--- src/rtl/sr_pkg.sv ---
// Shared definitions for the SR flip-flop command driver and its benches.
//   sr_state_t  : driver FSM state encoding
//   SR_LVL_SET  : requested level that drives a set pulse on s
//   SR_LVL_CLR  : requested level that drives a reset pulse on r
package sr_pkg;

  typedef enum logic [2:0] {
    IDLE,
    PULSE,
    WAIT,
    DONE,
    ERR
  } sr_state_t;

  localparam logic SR_LVL_SET = 1'b1;
  localparam logic SR_LVL_CLR = 1'b0;

endpackage

--- src/rtl/sr_cmd_if.sv ---
// Requester-side command bus for sr_cmd_driver.
//   req_valid / req_level / req_ready : command handshake (level 1 = set)
//   busy    : driver is not idle
//   done    : one-cycle completion pulse, qualified by skipped
//   skipped : q already matched at accept, no pulse issued
//   err     : one-cycle timeout pulse
// master = requester, slave = driver.
interface sr_cmd_if;

  logic req_valid;
  logic req_level;
  logic req_ready;
  logic busy;
  logic done;
  logic skipped;
  logic err;

  modport master (
    output req_valid, req_level,
    input  req_ready, busy, done, skipped, err
  );

  modport slave (
    input  req_valid, req_level,
    output req_ready, busy, done, skipped, err
  );

endinterface

--- src/rtl/sr_cmd_driver.sv ---
// Command driver for a synchronous SR flip-flop. Accepts a target level,
// issues a registered set or reset pulse of PULSE_LEN cycles, then waits up
// to TIMEOUT cycles for q to follow and reports done (optionally skipped)
// or err. s and r are decoded from one latched level, so both can never be
// high together.
// Ports:
//   clk   : clock, rising edge
//   reset : synchronous active-high reset
//   bus   : sr_cmd_if.slave command handshake and status
//   q     : flip-flop output fed back (same clock domain)
//   s, r  : registered set / reset pulses to the flip-flop
module sr_cmd_driver
  import sr_pkg::*;
#(
  parameter int PULSE_LEN = 1,
  parameter int TIMEOUT   = 8
) (
  input  logic     clk,
  input  logic     reset,
  sr_cmd_if.slave  bus,
  input  logic     q,
  output logic     s,
  output logic     r
);

  localparam int CNT_MAX = (PULSE_LEN > TIMEOUT) ? PULSE_LEN : TIMEOUT;
  localparam int CW      = $clog2(CNT_MAX + 1);

  localparam logic [CW-1:0] CNT_SAT      = CW'(CNT_MAX);
  localparam logic [CW-1:0] PULSE_LAST   = CW'(PULSE_LEN - 1);
  localparam logic [CW-1:0] TIMEOUT_LAST = CW'(TIMEOUT - 1);

  sr_state_t     state, state_next;
  logic [CW-1:0] cnt, cnt_next, cnt_inc;
  logic          lvl, lvl_next;
  logic          accept;

  logic done_q, skipped_q, err_q;
  logic s_d, r_d, done_d, skipped_d, err_d;

  assign bus.req_ready = (state == IDLE) && !reset;
  assign bus.busy      = (state != IDLE);
  assign bus.done      = done_q;
  assign bus.skipped   = skipped_q;
  assign bus.err       = err_q;

  assign accept  = bus.req_valid && bus.req_ready;
  // One counter serves both PULSE and WAIT; it holds at its ceiling.
  assign cnt_inc = (cnt == CNT_SAT) ? cnt : cnt + CW'(1);

  // State register plus registered outputs.
  // NOTE: sequential state uses non-blocking assignments so every flop
  // samples the pre-edge values regardless of statement order.
  always_ff @(posedge clk) begin
    if (reset) begin
      state     <= IDLE;
      cnt       <= '0;
      lvl       <= SR_LVL_CLR;
      s         <= 1'b0;
      r         <= 1'b0;
      done_q    <= 1'b0;
      skipped_q <= 1'b0;
      err_q     <= 1'b0;
    end else begin
      state     <= state_next;
      cnt       <= cnt_next;
      lvl       <= lvl_next;
      s         <= s_d;
      r         <= r_d;
      done_q    <= done_d;
      skipped_q <= skipped_d;
      err_q     <= err_d;
    end
  end

  // Next-state logic.
  // NOTE: every variable gets a default at the top of the block so no path
  // leaves it unassigned, which would otherwise infer a latch.
  always_comb begin
    state_next = state;
    cnt_next   = cnt;
    lvl_next   = lvl;
    case (state)
      IDLE: begin
        if (accept) begin
          lvl_next   = bus.req_level;
          cnt_next   = '0;
          state_next = (q == bus.req_level) ? DONE : PULSE;
        end
      end
      PULSE: begin
        if (cnt == PULSE_LAST) begin
          state_next = WAIT;
          cnt_next   = '0;
        end else begin
          cnt_next = cnt_inc;
        end
      end
      WAIT: begin
        // Match is tested first so it wins on the final timeout cycle.
        if (q == lvl) begin
          state_next = DONE;
        end else begin
          cnt_next = cnt_inc;
          if (cnt == TIMEOUT_LAST) state_next = ERR;
        end
      end
      DONE:    state_next = IDLE;
      ERR:     state_next = IDLE;
      default: state_next = IDLE;
    endcase
  end

  // Output decode from the upcoming state, so the flopped outputs line up
  // with the state they describe.
  always_comb begin
    s_d       = (state_next == PULSE) && (lvl_next == SR_LVL_SET);
    r_d       = (state_next == PULSE) && (lvl_next == SR_LVL_CLR);
    done_d    = (state_next == DONE);
    // DONE is only entered straight from IDLE on the skip path.
    skipped_d = (state_next == DONE) && (state == IDLE);
    err_d     = (state_next == ERR);
  end

endmodule

--- src/flat_wrapper.sv ---
// flat-port wrapper written by rule: the top's interface ports become plain ports
module sr_cmd_driver_flat import sr_pkg::*;
#(
  parameter int PULSE_LEN = 1,
  parameter int TIMEOUT   = 8
)
  (clk, reset, q, s, r, bus_req_valid, bus_req_level, bus_req_ready, bus_busy, bus_done, bus_skipped, bus_err);
  sr_cmd_if bus_i ();
  input  logic clk;
  input  logic reset;
  input  logic q;
  output logic s;
  output logic r;
  input wire logic [$bits(bus_i.req_valid)-1:0] bus_req_valid;
  input wire logic [$bits(bus_i.req_level)-1:0] bus_req_level;
  output wire logic [$bits(bus_i.req_ready)-1:0] bus_req_ready;
  output wire logic [$bits(bus_i.busy)-1:0] bus_busy;
  output wire logic [$bits(bus_i.done)-1:0] bus_done;
  output wire logic [$bits(bus_i.skipped)-1:0] bus_skipped;
  output wire logic [$bits(bus_i.err)-1:0] bus_err;
  assign bus_i.req_valid = bus_req_valid;
  assign bus_i.req_level = bus_req_level;
  assign bus_req_ready = bus_i.req_ready;
  assign bus_busy = bus_i.busy;
  assign bus_done = bus_i.done;
  assign bus_skipped = bus_i.skipped;
  assign bus_err = bus_i.err;
  sr_cmd_driver #(.PULSE_LEN(PULSE_LEN), .TIMEOUT(TIMEOUT)) u_core (.clk(clk), .reset(reset), .bus(bus_i), .q(q), .s(s), .r(r));
endmodule
--- config.mk ---
export PLATFORM = sky130hd
export DESIGN_NAME = sr_cmd_driver_flat
export DESIGN_NICKNAME = d
export VERILOG_FILES = /design/src/rtl/sr_pkg.sv /design/src/rtl/sr_cmd_if.sv /design/src/rtl/sr_cmd_driver.sv /design/src/flat_wrapper.sv
export SDC_FILE = /design/constraint.sdc
export NUM_CORES = 1
export LEC_CHECK = 0
export BUFFER_PORTS_ARGS = -buffer_cell sky130_fd_sc_hd__buf_4
export CAP_MARGIN = 20
export CORE_UTILIZATION = 40
export DETAILED_ROUTE_END_ITERATION = 10
export SLEW_MARGIN = 20
export SYNTH_ARGS = -nofsm -noshare
export SYNTH_HDL_FRONTEND = slang
export SYNTH_SLANG_ARGS = --single-unit
--- constraint.sdc ---
create_clock -name clk -period 1.6 [get_ports clk]
set_clock_uncertainty 0.05 [all_clocks]
set_input_delay 0 -clock clk [delete_from_list [all_inputs] [get_ports clk]]
set_output_delay 0 -clock clk [all_outputs]
set_load 0.005 [all_outputs]
; Yosys cells after proc, flatten, opt, wreduce, memory -nomap -nowiden
; Cells that the tools add are included.
[totals]
register_bits = 13
output_inout_bits = 7
[classes]
add_sub_neg = 1
eq_ne = 11
muxes = 13
bitwise = 1
n_reduce_logical = 11
[op_table]
columns = cell, n
row1 = $mux 4, 4
row2 = $mux 3, 4
row3 = $pmux 4 s3, 1
row4 = $pmux 3 s3, 1
row5 = $eq 3x1->1 const B, 2
row6 = $eq 3x2->1 const B, 2
row7 = $reduce_bool 3->1, 2
row8 = $logic_and 1x1->1, 5
row9 = $add 4x1->4 const B, 1
row10 = $eq 4x3->1 const B, 1
row11 = $eq 4x4->1 const B, 1
row12 = $logic_not 4->1, 1
row13 = $eq 3x3->1 const B, 1
row14 = $logic_not 3->1, 1
row15 = $reduce_and 3->1, 1
row16 = $eq 1x1->1, 2
row17 = $mux 1, 2
row18 = $mux 2, 1
row19 = $ne 2x1->1 const B, 1
row20 = $ne 2x2->1 const B, 1
row21 = $logic_not 1->1, 1
row22 = $not 1->1, 1

; Logic depth before layout (Yosys ltp)
[depth]
depth_word = 7
depth_mapped = 6

; Least setup slack after synthesis
; No wires, ideal clock.
[synth_path]
kind = register -> register
startpoint = register u_core.cnt[0]
endpoint = register u_core.cnt[2]
t_arrival_ns = 1.456
required_time_ns = 1.481
path_slack_ns = 0.025
stages_incl_launch_ff = 6
n_path_buf = 0
period_less_slack_ns = 1.575
cell_sequence = dfxtp_1 inv_1 ha_1 nor3b_1 or4b_2 o21ai_1
[synth_between]
elab_chain_len = 4
word_cells_on_any_way = 7
cone_classes = add/sub (1) / eq/ne (1) / mux (4) / reduce/logical (1)
[synth_rtl]
columns = item, line
row1 = start: declaration, sr_cmd_driver.sv:34  ; logic [CW-1:0] cnt, cnt_next, cnt_inc;
row2 = start signal: assignment, sr_cmd_driver.sv:66  ; cnt <= cnt_next;
row3 = $add 4x1->4 or $eq 4x4->1 (tied branches), sr_cmd_driver.sv:49  ; assign cnt_inc = (cnt == CNT_SAT) ? cnt : cnt + CW'(1);
row4 = $mux 4, sr_cmd_driver.sv:49
row5 = $mux 4 (on tied branches), "sr_cmd_driver.sv:101, sr_cmd_driver.sv:92"
row6 = $pmux 4 s3 (*), sr_cmd_driver.sv:83  ; case (state)
; Every way passes the cells marked *; elsewhere a longest branch is shown, timed or not. The select of a mux whose other input is x is not followed.
; A chain may end at the register's enable or synchronous reset.

; Final worst setup path
[layout_path]
startpoint = register u_core.lvl
endpoint = register u_core.r
[layout_between]
elab_chain_len = 5
word_cells_on_any_way = 8
cone_classes = eq/ne (2) / mux (4) / bitwise (1) / reduce/logical (1)
[layout_rtl]
columns = item, line
row1 = start: declaration, sr_cmd_driver.sv:35  ; logic lvl, lvl_next;
row2 = start signal: assignment, sr_cmd_driver.sv:67  ; lvl <= lvl_next;
row3 = $eq 1x1->1, sr_cmd_driver.sv:101  ; if (q == lvl) begin
row4 = $mux 3, sr_cmd_driver.sv:101
row5 = $pmux 3 s3, sr_cmd_driver.sv:83
row6 = $eq 3x1->1, sr_cmd_driver.sv:118  ; r_d = (state_next == PULSE) && (lvl_next == SR_LVL_CLR);
row7 = $logic_and 1x1->1 (*), sr_cmd_driver.sv:118
row8 = end signal: assignment, sr_cmd_driver.sv:69  ; r <= r_d;
row9 = end: declaration, sr_cmd_driver.sv:23  ; output logic r
; Every way passes the cells marked *; elsewhere a longest branch is shown, timed or not.

==> flow_summary.json <==
{
  "status": "completed",
  "drive_above_1_share": 0.368,
  "peakVddDrop_uv": 591,
  "postRouteAntennaNets": 0,
  "hpwl_um": 1020,
  "syn-num-nets": 79,
  "hold_class": "in2reg",
  "grt_max_degree": 18,
  "async_flop_share": 0,
  "ios": 12,
  "antenna_found_initial": 0,
  "wl_per_cell_um": 14.2,
  "core_area_sq_um": 1510,
  "yosysSeqAreaShare": 0.402,
  "initial_utilization": 0.429,
  "slowest_delay_ps": 350,
  "die-area_sq_um": 1780,
  "synth_area_per_cell_sq_um": 8.98,
  "yosysWarnings": 0,
  "clock_latency_ps": 280,
  "fin_crit_sh": 0.963,
  "critPathKind": "reg2reg",
  "syn_area_sq_um": 647,
  "final_nets": 103,
  "arrival_ps": 1690,
  "synth_cells": 72,
  "grt_first_pass_wirelength_um": 2350,
  "grt_usage": 0.172,
  "postCtsSetupBuffers": 0,
  "rows": 14,
  "cp_num_buf_inv": 0,
  "grt_pass1_vias": 538,
  "gp_congestion": 0.773,
  "finalHoldViolCount": 0,
  "cts_tree": "built",
  "synth_edf_count": 0,
  "areaGrowthSynthToFinish_pct": 39.5,
  "ys_seq_elements": 13,
  "vias": 624,
  "dp_cells": 105,
  "worstMarginPinSlew_ps": 533,
  "clk_pin_slew_ps": 80,
  "yosys_most_used_dff": "dfxtp_1",
  "layout_commonest_cell": "buf_4",
  "finalSetupViolations": 0,
  "required_ps": 1750,
  "wl_um": 1580,
  "port_buffers": 11,
  "vias_per_cell": 5.62,
  "cap_violations": 0,
  "cp_max_fo": 2,
  "start_kind": "flip-flop",
  "maxSlewHeadroom": 0.641,
  "period_minus_slack_ps": 1540,
  "powerDensity_nw_per_um2": 816,
  "die_h_um": 42.2,
  "final_cell_mix": "buf_4, dfxtp_1, inv_1, nor2_1, nand4_1",
  "die_width_um": 42.2,
  "max_freq_mhz": 649,
  "crit_chain": "xor2_1, a41oi_2, a311o_1, nor4b_2",
  "drcViolationCount": 0,
  "drt_iter0_markers": 29,
  "cts_sinks": 13,
  "crit_family": "compound AO/OA/AOI/OAI gates",
  "power.total_w": 0.000736,
  "root_buffer": "clkbuf_4",
  "drtPass1Iterations": 4,
  "final_cells": 111,
  "maxSlewViolCount": 0,
  "worstSetupEndpointType": "flip-flop",
  "crit_slowest_cell": "dfxtp_1",
  "cts_buffers": 3,
  "leakage_nw": 0.359,
  "n_antenna_cell": 0,
  "htreeDepth": 1,
  "overflow": 0,
  "clock_tree.buffer_depth": 2,
  "ys_types": 33
}
## tightest hold or removal path, cell delays in order
cell	delay (ps)
buf_4	90
xnor2_1	50
and3_1	200
## state kept, by name, indices dropped and copies added, names as in the netlist
| register | count |
|---|---|
| u_core.cnt | 4 |
| u_core.r | 1 |
| u_core.lvl | 1 |
| u_core.state | 3 |
| u_core.bus.done | 1 |
| u_core.bus.err | 1 |
| u_core.s | 1 |
| u_core.bus.skipped | 1 |
## layer usage
metal / track usage / up-vias / part of all wire
met5: 0 / - / 0
met4: 0.0563 / 0 / 0.0070
met3: 0.0647 / 2 / 0.063
met2: 0.246 / 22 / 0.43
met1: 0.239 / 283 / 0.50
li1: - / 317 / -
## cell families (layout without fill, tap and decap cells)
kind of cell / after synthesis / in the layout / synth area share
compound gates: 15 / 15 / 0.164
flops: 13 / 13 / 0.402
mux: 1 / 1 / 0.0155
simple gates: 32 / 32 / 0.309
xor+xnor: 2 / 2 / 0.0271
buf+inv: 7 / 30 / 0.0425
fa+ha+maj: 2 / 2 / 0.0387
## area by class of cell
| cell class | instances | area [sq um] |
|---|---|---|
| Inverter | 5 | 18.8 |
| Multi-Input combinational cell | 52 | 412 |
| Tap cell | 16 | 20.0 |
| Timing Repair Buffer | 21 | 163 |
| Clock buffer | 4 | 26.3 |
| Fill cell | 134 | 604 |
| Sequential cell | 13 | 263 |
## cells in the mapped netlist (2+ instances only)
cell | n | share of area
nor3_1 | 2 | 0.015
nor4_1 | 3 | 0.029
nand3_1 | 3 | 0.023
a21oi_1 | 2 | 0.015
nor3b_1 | 3 | 0.035
ha_1 | 2 | 0.039
or3_1 | 2 | 0.019
inv_1 | 5 | 0.029
o21ai_1 | 2 | 0.015
or3b_1 | 2 | 0.027
nor2_1 | 5 | 0.029
dfxtp_1 | 13 | 0.40
o211ai_1 | 3 | 0.035
nor2b_1 | 3 | 0.029
nand4_1 | 4 | 0.039
## path summary, 6_finish.rpt
check / from / to / slack, ps / depth (start not counted)
setup / recovery: u_core.lvl / u_core.r / 60 / 4
hold / removal: q / u_core.bus.skipped / 70 / 3
setup reg to reg: u_core.lvl / u_core.r / 60 / 4
hold reg to reg: u_core.cnt[1] / u_core.cnt[1] / 560 / 3
## where the power goes
group          leakage, nW  internal, W  total, W  switching (W)
clock               0.0150    0.0000968  0.000208       0.000112
sequential           0.106     0.000338  0.000345     0.00000753
combinational        0.238    0.0000867  0.000183      0.0000959
total                0.359     0.000521  0.000736       0.000215
## per-stage QoR
stage                     setup TNS (ps)  cell area [sq um]  setup WS [ps]  hold slack (ps)  utilization
after global routing               -34.4                902          -19.3             94.2        0.599
after global placement              -130                801          -36.3              258        0.532
after detailed placement            -291                801          -78.9              256        0.532
final                                  0                902           59.7             66.3        0.599
after floorplan                        0                647           24.6              125            -
after CTS                              0                852           34.2             64.8        0.566
## timing repair
action	in CTS	in global routing
endpoints found under the hold margin	8	0
resized for setup	1	12
pin swaps	0	2
hold buffers	2	0
endpoints found under the setup margin	7	5
Note: power is estimated with default switching activity, not from simulation.
